**src/rtl/pong_game_ctrl_if.sv**
```systemverilog
// Control and position bundle between the Pong game sequencer and its consumers.
// The master drives player/strobe inputs; the slave (sequencer) returns game state.
interface pong_game_ctrl_if;
  logic        frame_tick;
  logic        p1_up;
  logic        p1_down;
  logic        p2_up;
  logic        p2_down;
  logic        serve;
  logic [11:0] ball_x;
  logic [11:0] ball_y;
  logic [11:0] p1_y;
  logic [11:0] p2_y;
  logic [3:0]  score1;
  logic [3:0]  score2;
  logic [1:0]  state;

  modport master (
    output frame_tick, p1_up, p1_down, p2_up, p2_down, serve,
    input  ball_x, ball_y, p1_y, p2_y, score1, score2, state
  );

  modport slave (
    input  frame_tick, p1_up, p1_down, p2_up, p2_down, serve,
    output ball_x, ball_y, p1_y, p2_y, score1, score2, state
  );
endinterface

```
**src/rtl/pong_game_ctrl.sv**
```systemverilog
// Per-frame Pong game sequencer: ball motion, paddle motion, collisions and scoring.
// All state advances on frame_tick except serve-driven transitions.
module pong_game_ctrl #(
  parameter int BALL_SIZE     = 5,
  parameter int PLAYER_HEIGHT = 60,
  parameter int PLAYER_WIDTH  = 12,
  parameter int PLAYER_1_X    = 24,
  parameter int PLAYER_2_X    = 615,
  parameter int PLAYER_STEP   = 4,
  parameter int BALL_STEP     = 2,
  parameter int WIN_SCORE     = 9,
  parameter int PAUSE_FRAMES  = 60
) (
  input  logic             CLOCK_25,
  input  logic             RESET_N,
  pong_game_ctrl_if.slave  bus
);

  localparam int FRAME_W = 640;
  localparam int FRAME_H = 480;
  localparam int PW      = $clog2(PAUSE_FRAMES);

  localparam logic [11:0] PSTEP      = 12'(PLAYER_STEP);
  localparam logic [11:0] BSTEP      = 12'(BALL_STEP);
  localparam logic [11:0] BSIZE      = 12'(BALL_SIZE);
  localparam logic [11:0] PHEIGHT    = 12'(PLAYER_HEIGHT);
  localparam logic [11:0] BALL_X0    = 12'((FRAME_W - BALL_SIZE - 1) / 2);
  localparam logic [11:0] BALL_Y0    = 12'((FRAME_H - BALL_SIZE - 1) / 2);
  localparam logic [11:0] PAD_Y0     = 12'((FRAME_H - PLAYER_HEIGHT) / 2);
  localparam logic [11:0] PAD_MAX    = 12'(FRAME_H - 1 - PLAYER_HEIGHT);
  localparam logic [11:0] BALL_Y_MAX = 12'(FRAME_H - 1 - BALL_SIZE);
  localparam logic [11:0] BALL_X_MAX = 12'(FRAME_W - 1 - BALL_SIZE);
  localparam logic [11:0] P1_HIT_X   = 12'(PLAYER_1_X + PLAYER_WIDTH + 1);
  localparam logic [11:0] P2_HIT_X   = 12'(PLAYER_2_X - BALL_SIZE - 1);
  localparam logic [3:0]  WIN        = 4'(WIN_SCORE);
  localparam logic [PW-1:0] PAUSE_LAST = PW'(PAUSE_FRAMES - 1);

  typedef enum logic [1:0] {
    IDLE  = 2'b00,
    PLAY  = 2'b01,
    POINT = 2'b10,
    OVER  = 2'b11
  } state_t;

  state_t        state_q, state_d;
  logic [11:0]   ball_x_q, ball_x_d, ball_y_q, ball_y_d;
  logic [11:0]   p1_q, p1_d, p2_q, p2_d;
  logic [3:0]    score1_q, score1_d, score2_q, score2_d;
  logic          dx_right_q, dx_right_d, dy_down_q, dy_down_d;
  logic [PW-1:0] pause_q, pause_d;
  logic          ov1, ov2, goal_left, goal_right;

  function automatic logic [11:0] move_paddle(input logic [11:0] y,
                                              input logic up, input logic dn);
    logic [11:0] r;
    r = y;
    if (up && !dn)      r = (y >= PSTEP) ? y - PSTEP : 12'd0;
    else if (dn && !up) r = (y + PSTEP >= PAD_MAX) ? PAD_MAX : y + PSTEP;
    return r;
  endfunction

  function automatic logic [3:0] sat_inc(input logic [3:0] s);
    return (s >= WIN) ? s : s + 4'd1;
  endfunction

  // Collisions use the paddle positions registered before this tick.
  assign ov1 = (ball_y_q + BSIZE >= p1_q) && (ball_y_q <= p1_q + PHEIGHT);
  assign ov2 = (ball_y_q + BSIZE >= p2_q) && (ball_y_q <= p2_q + PHEIGHT);

  // NOTE: every always_comb output gets a default first so no path can infer a latch.
  always_comb begin
    state_d    = state_q;
    ball_x_d   = ball_x_q;
    ball_y_d   = ball_y_q;
    p1_d       = p1_q;
    p2_d       = p2_q;
    score1_d   = score1_q;
    score2_d   = score2_q;
    dx_right_d = dx_right_q;
    dy_down_d  = dy_down_q;
    pause_d    = pause_q;
    goal_left  = 1'b0;
    goal_right = 1'b0;

    if (bus.frame_tick && state_q != OVER) begin
      p1_d = move_paddle(p1_q, bus.p1_up, bus.p1_down);
      p2_d = move_paddle(p2_q, bus.p2_up, bus.p2_down);
    end

    unique case (state_q)
      IDLE: begin
        if (bus.serve) begin
          state_d    = PLAY;
          dx_right_d = 1'b1;
          dy_down_d  = 1'b1;
        end
      end

      PLAY: begin
        if (bus.frame_tick) begin
          if (dy_down_q) begin
            if (ball_y_q + BSTEP >= BALL_Y_MAX) begin
              ball_y_d  = BALL_Y_MAX;
              dy_down_d = 1'b0;
            end else begin
              ball_y_d = ball_y_q + BSTEP;
            end
          end else if (ball_y_q <= BSTEP) begin
            ball_y_d  = 12'd0;
            dy_down_d = 1'b1;
          end else begin
            ball_y_d = ball_y_q - BSTEP;
          end

          // A paddle hit takes priority over a goal on the same tick.
          if (!dx_right_q) begin
            if (ball_x_q >= P1_HIT_X && ball_x_q - BSTEP <= P1_HIT_X - 12'd1 && ov1) begin
              ball_x_d   = P1_HIT_X;
              dx_right_d = 1'b1;
            end else if (ball_x_q <= BSTEP) begin
              goal_left = 1'b1;
            end else begin
              ball_x_d = ball_x_q - BSTEP;
            end
          end else begin
            if (ball_x_q <= P2_HIT_X && ball_x_q + BSTEP >= P2_HIT_X + 12'd1 && ov2) begin
              ball_x_d   = P2_HIT_X;
              dx_right_d = 1'b0;
            end else if (ball_x_q + BSTEP >= BALL_X_MAX) begin
              goal_right = 1'b1;
            end else begin
              ball_x_d = ball_x_q + BSTEP;
            end
          end

          if (goal_left || goal_right) begin
            ball_x_d   = BALL_X0;
            ball_y_d   = BALL_Y0;
            pause_d    = '0;
            dx_right_d = goal_right;
            if (goal_left) score2_d = sat_inc(score2_q);
            else           score1_d = sat_inc(score1_q);
            state_d = (score1_d == WIN || score2_d == WIN) ? OVER : POINT;
          end
        end
      end

      POINT: begin
        if (bus.frame_tick) begin
          if (pause_q == PAUSE_LAST) begin
            pause_d = '0;
            state_d = PLAY;
          end else begin
            pause_d = pause_q + 1'b1;
          end
        end
      end

      OVER: begin
        if (bus.serve) begin
          state_d    = IDLE;
          score1_d   = 4'd0;
          score2_d   = 4'd0;
          p1_d       = PAD_Y0;
          p2_d       = PAD_Y0;
          ball_x_d   = BALL_X0;
          ball_y_d   = BALL_Y0;
          dx_right_d = 1'b1;
          dy_down_d  = 1'b1;
          pause_d    = '0;
        end
      end
    endcase
  end

  // NOTE: registered state uses non-blocking assignments so every flop samples pre-edge values.
  always_ff @(posedge CLOCK_25) begin
    if (!RESET_N) begin
      state_q    <= IDLE;
      ball_x_q   <= BALL_X0;
      ball_y_q   <= BALL_Y0;
      p1_q       <= PAD_Y0;
      p2_q       <= PAD_Y0;
      score1_q   <= 4'd0;
      score2_q   <= 4'd0;
      dx_right_q <= 1'b1;
      dy_down_q  <= 1'b1;
      pause_q    <= '0;
    end else begin
      state_q    <= state_d;
      ball_x_q   <= ball_x_d;
      ball_y_q   <= ball_y_d;
      p1_q       <= p1_d;
      p2_q       <= p2_d;
      score1_q   <= score1_d;
      score2_q   <= score2_d;
      dx_right_q <= dx_right_d;
      dy_down_q  <= dy_down_d;
      pause_q    <= pause_d;
    end
  end

  assign bus.ball_x = ball_x_q;
  assign bus.ball_y = ball_y_q;
  assign bus.p1_y   = p1_q;
  assign bus.p2_y   = p2_q;
  assign bus.score1 = score1_q;
  assign bus.score2 = score2_q;
  assign bus.state  = state_q;

endmodule

```
**src/flat_wrapper.sv**
```systemverilog
// flat-port wrapper written by rule: the top's interface ports become plain ports
module pong_game_ctrl_flat 
#(
  parameter int BALL_SIZE     = 5,
  parameter int PLAYER_HEIGHT = 60,
  parameter int PLAYER_WIDTH  = 12,
  parameter int PLAYER_1_X    = 24,
  parameter int PLAYER_2_X    = 615,
  parameter int PLAYER_STEP   = 4,
  parameter int BALL_STEP     = 2,
  parameter int WIN_SCORE     = 9,
  parameter int PAUSE_FRAMES  = 60
)
  (CLOCK_25, RESET_N, bus_frame_tick, bus_p1_up, bus_p1_down, bus_p2_up, bus_p2_down, bus_serve, bus_ball_x, bus_ball_y, bus_p1_y, bus_p2_y, bus_score1, bus_score2, bus_state);
  pong_game_ctrl_if bus_i ();
  input  logic CLOCK_25;
  input  logic RESET_N;
  input wire logic [$bits(bus_i.frame_tick)-1:0] bus_frame_tick;
  input wire logic [$bits(bus_i.p1_up)-1:0] bus_p1_up;
  input wire logic [$bits(bus_i.p1_down)-1:0] bus_p1_down;
  input wire logic [$bits(bus_i.p2_up)-1:0] bus_p2_up;
  input wire logic [$bits(bus_i.p2_down)-1:0] bus_p2_down;
  input wire logic [$bits(bus_i.serve)-1:0] bus_serve;
  output wire logic [$bits(bus_i.ball_x)-1:0] bus_ball_x;
  output wire logic [$bits(bus_i.ball_y)-1:0] bus_ball_y;
  output wire logic [$bits(bus_i.p1_y)-1:0] bus_p1_y;
  output wire logic [$bits(bus_i.p2_y)-1:0] bus_p2_y;
  output wire logic [$bits(bus_i.score1)-1:0] bus_score1;
  output wire logic [$bits(bus_i.score2)-1:0] bus_score2;
  output wire logic [$bits(bus_i.state)-1:0] bus_state;
  assign bus_i.frame_tick = bus_frame_tick;
  assign bus_i.p1_up = bus_p1_up;
  assign bus_i.p1_down = bus_p1_down;
  assign bus_i.p2_up = bus_p2_up;
  assign bus_i.p2_down = bus_p2_down;
  assign bus_i.serve = bus_serve;
  assign bus_ball_x = bus_i.ball_x;
  assign bus_ball_y = bus_i.ball_y;
  assign bus_p1_y = bus_i.p1_y;
  assign bus_p2_y = bus_i.p2_y;
  assign bus_score1 = bus_i.score1;
  assign bus_score2 = bus_i.score2;
  assign bus_state = bus_i.state;
  pong_game_ctrl #(.BALL_SIZE(BALL_SIZE), .PLAYER_HEIGHT(PLAYER_HEIGHT), .PLAYER_WIDTH(PLAYER_WIDTH), .PLAYER_1_X(PLAYER_1_X), .PLAYER_2_X(PLAYER_2_X), .PLAYER_STEP(PLAYER_STEP), .BALL_STEP(BALL_STEP), .WIN_SCORE(WIN_SCORE), .PAUSE_FRAMES(PAUSE_FRAMES)) u_core (.CLOCK_25(CLOCK_25), .RESET_N(RESET_N), .bus(bus_i));
endmodule
```
**config.mk**
```make
export PLATFORM = sky130hd
export DESIGN_NAME = pong_game_ctrl_flat
export DESIGN_NICKNAME = d
export VERILOG_FILES = /design/src/rtl/pong_game_ctrl_if.sv /design/src/rtl/pong_game_ctrl.sv /design/src/flat_wrapper.sv
export SDC_FILE = /design/constraint.sdc
export NUM_CORES = 1
export LEC_CHECK = 0
export CAP_MARGIN = 20
export CORE_MARGIN = 3
export CORE_UTILIZATION = 30
export CTS_CLUSTER_DIAMETER = 200
export DETAILED_ROUTE_END_ITERATION = 8
export GPL_ROUTABILITY_DRIVEN = 1
export GPL_TIMING_DRIVEN = 0
export PLACE_DENSITY = 0.51
export SETUP_SLACK_MARGIN = 0.3
export SYNTH_ARGS = -nofsm -noshare
export SYNTH_HDL_FRONTEND = slang
export SYNTH_SLANG_ARGS = --single-unit
```
**constraint.sdc**
```tcl
create_clock -name CLOCK_25 -period 4.31 [get_ports CLOCK_25]
set_clock_uncertainty 0.05 [all_clocks]
set_input_delay 0.862 -clock CLOCK_25 [delete_from_list [all_inputs] [get_ports CLOCK_25]]
set_output_delay 0.862 -clock CLOCK_25 [all_outputs]
set_load 0.01 [all_outputs]
```
==> Word level (Yosys, flattened, before mapping) <==
Index checks and enable logic that the tools add are counted.
{ "totals": {"reg_bits": 66, "input_bits": 8, "out_inout_bits": 58, "elab_cells": 169} }
{ "op_classes": {"add_sub_neg": 14, "n_lt_le_gt_ge": 18, "n_eq_ne": 16, "muxes": 83, "reduce_logical": 28} }
{ "op_table": {"columns": ["cell", "count"], "rows": [
  ["2-to-1 mux 12 bit", 28],
  ["2-to-1 mux 4 bit", 15],
  ["one-hot mux 12 bit (2 select lines)", 2],
  ["adder 12 x 3 -> 12 bit, second input constant", 3],
  [">= comparator 12 x 9 -> 1 bit, second input constant", 3],
  ["2-to-1 mux 6 bit", 5],
  ["adder 12 x 2 -> 12 bit, second input constant", 2],
  ["adder 12 x 6 -> 12 bit, second input constant", 2],
  [">= comparator 12 x 10 -> 1 bit, second input constant", 2],
  [">= comparator 12 bit", 2],
  [">= comparator 12 x 3 -> 1 bit, second input constant", 2],
  ["less-or-equal comparator 12 bit", 2],
  ["less-or-equal comparator 12 x 2 -> 1 bit, second input constant", 2],
  ["subtractor 12 x 2 -> 12 bit, second input constant", 2],
  ["subtractor 12 x 3 -> 12 bit, second input constant", 2],
  ["2-to-1 mux 1 bit", 21],
  ["one-hot mux 6 bit (3 select lines)", 1],
  ["one-hot mux 4 bit (2 select lines)", 2],
  [">= comparator 12 x 6 -> 1 bit, second input constant", 1],
  ["less-or-equal comparator 12 x 10 -> 1 bit, second input constant", 1],
  ["less-or-equal comparator 12 x 6 -> 1 bit, second input constant", 1],
  ["2-to-1 mux 2 bit", 6],
  ["logical AND 1 bit", 11],
  ["!= test 2 bit, second input constant", 5],
  ["other kinds (22)", 36]
]} }

==> Depth between registers and ports, before layout <==
{ "depth": {"word_depth": 18, "mapped_depth": 17} }

==> Least setup slack after synthesis <==
OpenSTA, ideal clock, no wires.
{ "synth_timing": {"path_type": "reg-to-reg", "from": "register u_core.ball_y_q[2] (netlist: u_core.bus.ball_y[2])", "to": "register u_core.score1_q[2] (netlist: u_core.bus.score1[2])", "arrival_time_ns": 3.739, "t_required_ns": 4.189, "setup_slack_ns": 0.450, "stages_incl_launch_ff": 16, "path_buffers": 1, "cell_sequence": "dfxtp_1 clkbuf_1 inv_1 ha_1 a21oi_1 nor2b_1 xor2_1 ha_1 a21oi_1 nor2_1 a211oi_1 or4b_1 o2111a_1 o211a_1 or4_1 a21oi_1"} }
{ "synth_between": {"elab_chain_len": 15, "word_cells_on_any_way": 27} }
{ "synth_lines": {"columns": ["element", "line_no", "source"], "rows": [
  ["start: declaration", "pong_game_ctrl.sv:46", "logic [11:0] ball_x_q, ball_x_d, ball_y_q, ball_y_d;"],
  ["start signal: assignment", "pong_game_ctrl.sv:192", "ball_y_q <= ball_y_d;"],
  ["adder 12 x 3 -> 12 bit", "pong_game_ctrl.sv:67, pong_game_ctrl.sv:68", null],
  [">= comparator 12 bit", "pong_game_ctrl.sv:67", "assign ov1 = (ball_y_q + BSIZE >= p1_q) && (ball_y_q <= p1_q + PHEIGHT);"],
  ["logical AND 1 bit", "pong_game_ctrl.sv:67", null],
  ["logical AND 1 bit", "pong_game_ctrl.sv:117", "if (ball_x_q >= P1_HIT_X && ball_x_q - BSTEP <= P1_HIT_X - 12'd1 && ov1) begin"],
  ["2-to-1 mux 1 bit", "pong_game_ctrl.sv:117", null],
  ["2-to-1 mux 1 bit", "pong_game_ctrl.sv:116", "if (!dx_right_q) begin"],
  ["2-to-1 mux 1 bit", "pong_game_ctrl.sv:100", "if (bus.frame_tick) begin"],
  ["2-to-1 mux 1 bit", "pong_game_ctrl.sv:90", "unique case (state_q)"],
  ["2-to-1 mux 4 bit", "pong_game_ctrl.sv:141", "if (goal_left) score2_d = sat_inc(score2_q);"],
  ["2-to-1 mux 4 bit", "pong_game_ctrl.sv:136", "if (goal_left || goal_right) begin"],
  ["2-to-1 mux 4 bit", "pong_game_ctrl.sv:100", null],
  ["2-to-1 mux 4 bit", "pong_game_ctrl.sv:90", null],
  ["2-to-1 mux 4 bit", "pong_game_ctrl.sv:136", null],
  ["2-to-1 mux 4 bit", "pong_game_ctrl.sv:100", null],
  ["one-hot mux 4 bit (2 select lines)", "pong_game_ctrl.sv:90", null],
  ["end signal: assignment", "pong_game_ctrl.sv:195", "score1_q <= score1_d;"],
  ["end: declaration", "pong_game_ctrl.sv:48", "logic [3:0] score1_q, score1_d, score2_q, score2_d;"]
]} }
Parallel ways exist; a longest one is shown, timed or not. The select of a mux whose other input is x is not followed.
A chain may end at the register's enable or synchronous reset.

==> Worst setup path after layout <==
{ "layout_timing": {"from": "register u_core.ball_y_q[7] (netlist: u_core.bus.ball_y[7])", "to": "register u_core.score1_q[2] (netlist: u_core.bus.score1[2])"} }
The elaborated chain is that of the path after synthesis.

==> flow_metrics.tcl <==
set metrics [dict create \
    wl_per_cell_um 18.68 \
    tightestPinTransition_ns 0.9198 \
    seqCellArea_um2 1341 \
    synth_cells 998 \
    dp_hpwl_mm 19.93 \
    synth_area_leaders "dfxtp_1 18%, ha_1 14%, a21oi_1 5.1%, nand2_1 4.7%, nor2_1 4.6%" \
    place.gp.congestion 0.9007 \
    drive_gt1_share_pct 8.188 \
    setup_viol 0 \
    sw_frac_of_total_pct 48.43 \
    num_vias 8041 \
    hold_viol 0 \
    dieArea_um2 25780 \
    place_area_um2 8195 \
    final_common_cell "nand2_1" \
    p_int_mw 2.052 \
    p_per_area_nw_per_um2 455.0 \
    clockBufferDepth 2 \
    grt_max_degree 14 \
    min_path_type "register to register" \
    path_class "register to register" \
    die_h_um 160.6 \
    worstSetupStartpointType "register" \
    fin_cells 1400 \
    drv_cap 0 \
    grt.overflow.total 0 \
    synth_edf_count 0 \
    ys_seq_area_share_pct 18.44 \
    hold_buffers 0 \
    n_antenna_cell 0 \
    r2r_slack_ns 0.47 \
    critPathMaxFanout 10 \
    synth-main-ff-cell "dfxtp_1" \
    synthesis.area_um2 7166 \
    drc 0 \
    power_frac_comb_pct 60.5 \
    endpoint_kind "register" \
    clock-sinks 66 \
    period_needed_ns 3.843 \
    htree_num_levels 3 \
    initial_core_util_pct 31.08 \
    yosysTopAreaCellShare_pct 18.44 \
    drtIter0Drc 615 \
    multi_input_area_um2 5532 \
    min_period_over_period_pct 89.17 \
    rsz0062_at_grt "false" \
    num_rows 55 \
    outcome "finished clean" \
    insertion_delay_ns 0.35 \
    yosys_warnings 0 \
    cts_buffers 9 \
    die_x_um 160.6 \
    routed_wl_mm 26.16 \
    dr.pass1.iters 5 \
    ys_async_sr_fraction_pct 0 \
    core_area_um2 23050 \
    yosysTopAreaCell "dfxtp_1" \
    final_max_slew_viol_count 0 \
    cts-root-buf "clkbuf_16" \
    avgSynthCellArea_um2 7.180 \
    avgViaCountPerCell 5.744 \
    relSlewSlack_pct 38.62 \
    pwr-share-seq_pct 21.4 \
    port_buffers 63 \
    ant_nets 0 \
    cp.arrival_ns 4.07 \
    clk_pin_slew_ns 0.06 \
    antenna_found_initial 0 \
    dp.cells 1375 \
    area_delta_synth_final_pct 22.05 \
    leakagePower_nw 3.238 \
    grt_pass1_vias 7338 \
    design_area_um2 8746 \
    timing.fmax_ghz 0.2602 \
    grt_pass1_wl_mm 41.32 \
    layout.nets 1169 \
    io_pins 66 \
    syn_nets 1084 \
    peakVddDrop_uv 211.6 \
    cts_tree "done" \
    fillers 2468 \
    ys_ff_latch 66 \
    final_cell_mix "89 x nand2_1, 87 x nor2_1, 77 x ha_1" \
    p_clk_share_pct 18.0 \
    grt_usage_pct 19.83 \
    cp.required_ns 4.54 \
    switchingPower_mw 1.927 \
    yosysUniqueCellTypes 74 \
]
==> routing by layer <==
metal | track usage (%) | vias up | routed length [um]
met5 | 0 | - | 0
met4 | 6.588 | 0 | 544
met3 | 1.702 | 38 | 1417
met2 | 29.79 | 298 | 11320
met1 | 29.63 | 3794 | 12880
li1 | - | 3911 | -
==> synthesized netlist by cell type, types with 12 or more instances <==
cell type and instances:
nand2_1 90, nor2_1 87, ha_1 78, a21oi_1 73, dfxtp_1 66, inv_1 56, o21ai_0 54, clkbuf_1 49
nand3_1 47, nor3_1 44, xnor2_1 26, a211oi_1 20, nand4_1 20, a31oi_1 18, o31ai_1 14, xor2_1 14
a21o_1 12
==> flip-flops by register name (all words and copies together), names as in the netlist <==
register,count
u_core.pause_q,6
u_core.bus.score2,4
u_core.dy_down_q,1
u_core.bus.ball_x,12
u_core.bus.score1,4
u_core.dx_right_q,1
u_core.bus.state,2
u_core.bus.ball_y,12
u_core.bus.p2_y,12
u_core.bus.p1_y,12
==> cells by family after synthesis <==
group,share of synthesized area (%)
AO/OA/AOI/OAI,28.57
XOR/XNOR,4.889
adder cells (fa/ha/maj),13.62
buffers and inverters,6.338
flip-flops,18.44
multiplexers,0.5588
AND/OR/NAND/NOR,27.59
==> worst paths after layout <==
kind / from / end / cells after the start
hold / removal: u_core.pause_q[1]$_SDFFE_PN0P_ / u_core.pause_q[1]$_SDFFE_PN0P_ / 2
setup / recovery: u_core.bus.ball_y[7]$_SDFFE_PN1P_ / u_core.bus.score1[2]$_SDFFE_PN0P_ / 14
setup reg to reg: u_core.bus.ball_y[7]$_SDFFE_PN1P_ / u_core.bus.score1[2]$_SDFFE_PN0P_ / 14
hold reg to reg: u_core.pause_q[1]$_SDFFE_PN0P_ / u_core.pause_q[1]$_SDFFE_PN0P_ / 2
==> power groups by stage <==
stage	registers, mW	logic, mW	clock network, mW
3_5_place_dp	0.855	2.28	0
2_1_floorplan	0.828	1.54	0
5_1_grt	0.870	2.66	0.756
4_1_cts	0.850	2.36	0.741
3_3_place_gp	0.855	2.27	0
6_report	0.853	2.41	0.717
==> through the flow <==
step           hold WS [ns]  power (mW)  util [%]  TNS (ns)  worst slack [ns]
6_report             0.4361       3.979     37.94         0            0.4668
5_1_grt              0.4616       4.283     37.94         0            0.3007
4_1_cts              0.4446       3.949     37.41         0            0.3013
3_5_place_dp         0.4373       3.137     35.55    -19.61           -0.7362
3_3_place_gp         0.4217       3.125     35.52    -19.40           -0.7339
2_1_floorplan        0.4043       2.372         -         0            0.4504
==> worst max-delay path: stages, from the launching register on <==
cell      delay (ns)
dfxtp_2         0.45
clkbuf_2        0.27
and3_4          0.24
nor2b_4         0.21
nand3_2         0.11
xnor2_2         0.22
ha_4            0.24
nand2_1         0.06
nor2_1          0.05
a211oi_2        0.21
or4b_4          0.54
o2111a_2        0.19
o211a_4         0.28
or4_1           0.49
a21oi_2         0.14
==> final cells by class <==
class / count / area share [%]
Buffer: 61 / 3.133
Inverter: 57 / 2.446
Tap cell: 313 / 4.478
Clock inverter: 2 / 0.1431
Sequential cell: 66 / 15.34
Clock buffer: 13 / 2.976
Multi-Input combinational cell: 814 / 63.25
Timing Repair Buffer: 74 / 8.240
==> what timing repair did <==
| action | CTS | global route |
|---|---|---|
| pin swaps | 5 | 5 |
| resized for setup | 35 | 29 |
| buffers inserted | 5 | 5 |
| hold endpoints to repair | 0 | 0 |
| endpoints found under the setup margin | 41 | 36 |
| cloned | 0 | 0 |
Power figures use the tool's default switching activity.
